===== config.mk =====
export PLATFORM = sky130hd
export DESIGN_NAME = data_mem_responder
export DESIGN_NICKNAME = d
export VERILOG_FILES = /design/src/rtl/data_mem_responder.sv
export SDC_FILE = /design/constraint.sdc
export NUM_CORES = 2
export LEC_CHECK = 0
export CORE_AREA = 2 2 321 641
export CTS_CLUSTER_SIZE = 8
export DETAILED_ROUTE_END_ITERATION = 12
export DIE_AREA = 0 0 323 643
export GPL_ROUTABILITY_DRIVEN = 0
export SYNTH_ARGS = -nofsm -noshare
export SYNTH_HDL_FRONTEND = slang
export SYNTH_SLANG_ARGS = --single-unit

===== constraint.sdc =====
create_clock -name clk -period 5.5 [get_ports clk]
set_input_delay 1.1 -clock clk [delete_from_list [all_inputs] [get_ports clk]]
set_output_delay 1.1 -clock clk [all_outputs]
set_load 0.01 [all_outputs]

===== src/rtl/data_mem_responder.sv =====
// data_mem_responder
//   Responder for the CPU data-memory req/ack handshake. A 2**ADDR_W x DATA_W
//   store serves one access per request. A request is accepted in IDLE. The
//   access itself happens WAIT_STATES+1 edges after the request is accepted.
//   ack is a single-cycle pulse.
//   Optional write protection: define DMR_WPROT_EN to reject writes at or
//   above PROTECT_BASE (err=1 with ack). Without it, err is always 0.
module data_mem_responder #(
   parameter int                DATA_W       = 8,
   parameter int                ADDR_W       = 8,
   parameter int                WAIT_STATES  = 2,
   parameter logic [ADDR_W-1:0] PROTECT_BASE = 8'hF0
) (
   input  logic              clk,
   input  logic              rst,
   input  logic              req,
   input  logic              we,
   input  logic [ADDR_W-1:0] addr,
   input  logic [DATA_W-1:0] wdata,
   output logic              ack,
   output logic [DATA_W-1:0] rdata,
   output logic              busy,
   output logic              err
);

   localparam int DEPTH = 2 ** ADDR_W;

   localparam logic [1:0] S_IDLE = 2'd0;
   localparam logic [1:0] S_WAIT = 2'd1;
   localparam logic [1:0] S_RESP = 2'd2;

   // The wait counter is 4 bits, so WAIT_STATES is limited to 0..15.
   localparam logic [3:0] WAIT_LOAD = 4'(WAIT_STATES);

   logic [1:0]        r_state;
   logic [3:0]        r_cnt;
   logic              r_we;
   logic [ADDR_W-1:0] r_addr;
   logic [DATA_W-1:0] r_wdata;
   logic              r_ack;
   logic              r_busy;
   logic              r_err;
   logic [DATA_W-1:0] r_rdata;

   // The store is zeroed once at power-up only; rst never clears it.
   logic [DATA_W-1:0] r_mem [DEPTH] = '{default: '0};

   logic w_access;
   logic w_prot;
   logic w_commit;

   // The access fires on the last WAIT cycle.
   assign w_access = (r_state == S_WAIT) && (r_cnt == 4'd0);

`ifdef DMR_WPROT_EN
   assign w_prot = r_we && (r_addr >= PROTECT_BASE);
`else
   assign w_prot = 1'b0;
`endif

   // A reset during WAIT forces IDLE asynchronously, so a dropped write can
   // never reach the array.
   assign w_commit = w_access && r_we && !w_prot;

   // Handshake FSM: capture on accept, count wait states, then respond.
   always_ff @(posedge clk or posedge rst) begin
      if (rst) begin
         r_state <= S_IDLE;
         r_cnt   <= 4'd0;
         r_we    <= 1'b0;
         r_addr  <= '0;
         r_wdata <= '0;
         r_ack   <= 1'b0;
         r_busy  <= 1'b0;
         r_err   <= 1'b0;
         r_rdata <= '0;
      end else begin
         case (r_state)
            S_IDLE: begin
               if (req) begin
                  r_we    <= we;
                  r_addr  <= addr;
                  r_wdata <= wdata;
                  r_cnt   <= WAIT_LOAD;
                  r_busy  <= 1'b1;
                  r_state <= S_WAIT;
               end
            end
            S_WAIT: begin
               if (r_cnt != 4'd0) begin
                  r_cnt <= r_cnt - 4'd1;
               end else begin
                  r_ack   <= 1'b1;
                  r_err   <= w_prot;
                  r_state <= S_RESP;
                  // Reads update rdata. Writes leave the last read value in place.
                  if (!r_we) begin
                     r_rdata <= r_mem[r_addr];
                  end
               end
            end
            S_RESP: begin
               r_ack   <= 1'b0;
               r_busy  <= 1'b0;
               r_err   <= 1'b0;
               r_state <= S_IDLE;
            end
            default: begin
               r_state <= S_IDLE;
            end
         endcase
      end
   end

   // Array write port. It has no reset, so the array can map onto block RAM.
   always_ff @(posedge clk) begin
      if (w_commit) begin
         r_mem[r_addr] <= r_wdata;
      end
   end

   assign ack   = r_ack;
   assign rdata = r_rdata;
   assign busy  = r_busy;
   assign err   = r_err;

endmodule

==> metrics.txt <==
Post-Synth Adder-Cell Area 0.0310%; final worst path period share 78.9%; Clock Latency Late Sink 0.83 ns; Synth Area in XOR/XNOR 0.0217%; most frequent cells in the layout edfxtp_1 (2048), mux4_2 (528), clkbuf_16 (317); Ports 31; post-cts resize count 0; crit start category flip-flop; average size of a mapped cell 21.9 um^2; core area 203000 um^2; final hold viol count 0; dpl hpwl 144000 um; peak supply drop 0.642 mV; vias in the first global route 42038; total global routing overflow 0; Cell Pwr Density 559 nW/um^2; Post-synth ARST share 1.59%; post-synthesis mux area share 17.0%; Nets 3974; Post-Synth Simple-Gate Area 2.42%; synth warn 0; Worst-Margin Slew 1.31 ns; crit path time final 4.34 ns; RSZ-0062 raised after global routing false; Post-Syn Nets 3716; largest family of logic cells by synthesized area multiplexers; Synth Flop Type edfxtp_1; FF+latch count, synth 2081; Die W 323 um; Switching Fraction 32.0%; CTS tree done; TritonRoute pass-1 iters 6; row cnt 234; WL final 228000 um; CTS Hold Bufs 0; proportion of synthesized chip area in sequential cells 77.1%; Die Ht 643 um; Post-CTS Setup Repair Bufs 0; Slew Limit Fails 0; synthesized cell area 80800 um^2; DIE AREA 208000 um^2; synth unique cells 59; clock power share 31.8%; clk_skew 0.0379 ns; Routed Antenna Nets 0; Internal 35.3 mW; vias per std cell 5.85; logic gate share of total power 27.6%; compound-cell area share of the yosys netlist 1.82%; Leak 28.8 nW; first-pass GRT wire length 320000 um; Via Count 39348; CTS root buf clkbuf_16; status finished clean; clock slew at reported path FFs 0.05 ns; Initial Utilization 39.9%; CP Capture Type flip-flop; WP data required 6.17 ns; crit-path max FO 20; WL/cell 34.0 um; Max Cap Violations 0; largest net degree at the start of global routing 163; top cell type's share of synthesized area 76.1%; Post-Synthesis Cells 3694; Post-synth EDFFs 2048; # setup viols final 0; fillers 16782; share of cells above drive strength 1 26.7%; Slew headroom 12.4%; Multi-input gate area 17300 um^2; synth top area cells edfxtp_1 (76%), mux4_2 (15%), mux2i_1 (1.8%); cts bufs inserted 302; area grow syn2layout 15.0%; Flop pwr share 40.6%; clk sink count 2081; register area 62400 um^2; setup TNS 0 ns; most common cell after layout, fill and taps aside edfxtp_1; net switching power 16.6 mW; total track usage 22.0%; hold slack 0.507 ns; initial antenna violation count 3; Port Buffers 29; Critical Path AT 5.01 ns; post-synth top area cell edfxtp_1; Hold Crit Class flip-flop to flip-flop; Peak Freq 230 MHz; initial DRC count 4242; Residual DRC 0; crit path kind flip-flop to flip-flop; H-tree depth 5; clk buf depth 4
-- per-layer routing --
layer  share of wire, %  up-vias  track usage, %
met5                  0        -               0
met4                7.2        0            14.4
met3                5.9      534            3.57
met2                 55     1752            40.2
met1                 32    21219            23.1
li1                   -    15843               -
-- flip-flops by register name (all words and copies together), names as in the netlist --
signal / count
r_state: 2
r_we: 1
r_mem: 2048
ack: 1
r_addr: 8
busy: 1
r_wdata: 8
r_cnt: 4
rdata: 8
-- Yosys cell counts, types with 7 or more instances --
cell type / n
nor2b_1: 16
a21oi_1: 21
mux4_2: 528
mux2i_1: 145
a22oi_1: 47
nand2_1: 70
and2_1: 7
nor4_1: 7
a211oi_1: 10
o21ai_0: 27
edfxtp_1: 2048
a31oi_1: 13
inv_1: 9
clkbuf_1: 65
buf_2: 82
buf_4: 47
o22ai_1: 37
nor3_1: 9
mux2_2: 33
a32oi_1: 7
nand3_1: 36
buf_6: 19
nor2_1: 287
dfrtp_1: 33
-- worst paths after layout --
| path | from | endpoint | slack (ns) | cells after the start |
|---|---|---|---|---|
| max | r_addr[0] | rdata[0] | 1.16 | 8 |
| max in group asynchronous | rst | r_addr[0] | 4.38 | 3 |
| max reg2reg | r_addr[0] | rdata[0] | 1.16 | 8 |
| min | r_cnt[0] | r_cnt[0] | 0.51 | 1 |
| min reg2reg | r_cnt[0] | r_cnt[0] | 0.51 | 1 |
| min in group asynchronous | rst | rdata[0] | 0.71 | 3 |
-- power by group through the flow --
stage          combinational (mW)  sequential [mW]  clock, mW
2_1_floorplan                7.92             22.0          0
3_3_place_gp                 14.3             21.3          0
3_5_place_dp                 14.4             21.4          0
4_1_cts                      14.5             21.1       16.7
5_1_grt                      14.8             21.1       17.3
6_report                     14.3             21.1       16.5
-- stage by stage --
stage / power, mW / setup slack, ns / cells / util [%] / cell area [um^2]
3_3_place_gp: 35.7 / 0.841 / 6361 / 41.8 / 84700
6_report: 51.9 / 1.16 / 6729 / 45.8 / 92900
5_1_grt: 53.2 / 1.08 / 6728 / 45.8 / 92900
4_1_cts: 52.2 / 1.16 / 6727 / 45.8 / 92900
2_1_floorplan: 29.9 / 1.52 / 3694 / - / 80800
3_5_place_dp: 35.8 / 1.14 / 6362 / 41.8 / 84700
-- kinds of logic (layout without fill, tap and decap cells) --
kind of cell | Yosys count | in the layout
flip-flops | 2081 | 2081
multiplexers | 706 | 706
AND/OR/NAND/NOR | 461 | 461
buffers and inverters | 230 | 549
AO/OA/AOI/OAI | 211 | 211
adder cells (fa/ha/maj) | 2 | 2
XOR/XNOR | 2 | 2
other | 1 | 3
-- cell type report --
class | count | share of cell area, %
antenna | 2 | 0.00539
clock buffer | 357 | 8.70
clock inverter | 8 | 0.0916
inverter | 13 | 0.0539
multi-input combinational | 1383 | 18.6
sequential | 2081 | 67.2
tap | 2714 | 3.66
timing repair buffer | 171 | 1.74
-- worst max-delay path: stages, from the launching register on --
cell and delay, ns:
dfrtp_4 0.74, buf_4 0.35, buf_4 0.32, and2_1 0.85
a22oi_1 0.31, nand3_1 0.27, nand4_1 0.23, o311ai_0 0.88
a41oi_1 0.21
No activity file was read; power rests on OpenSTA's default activity.
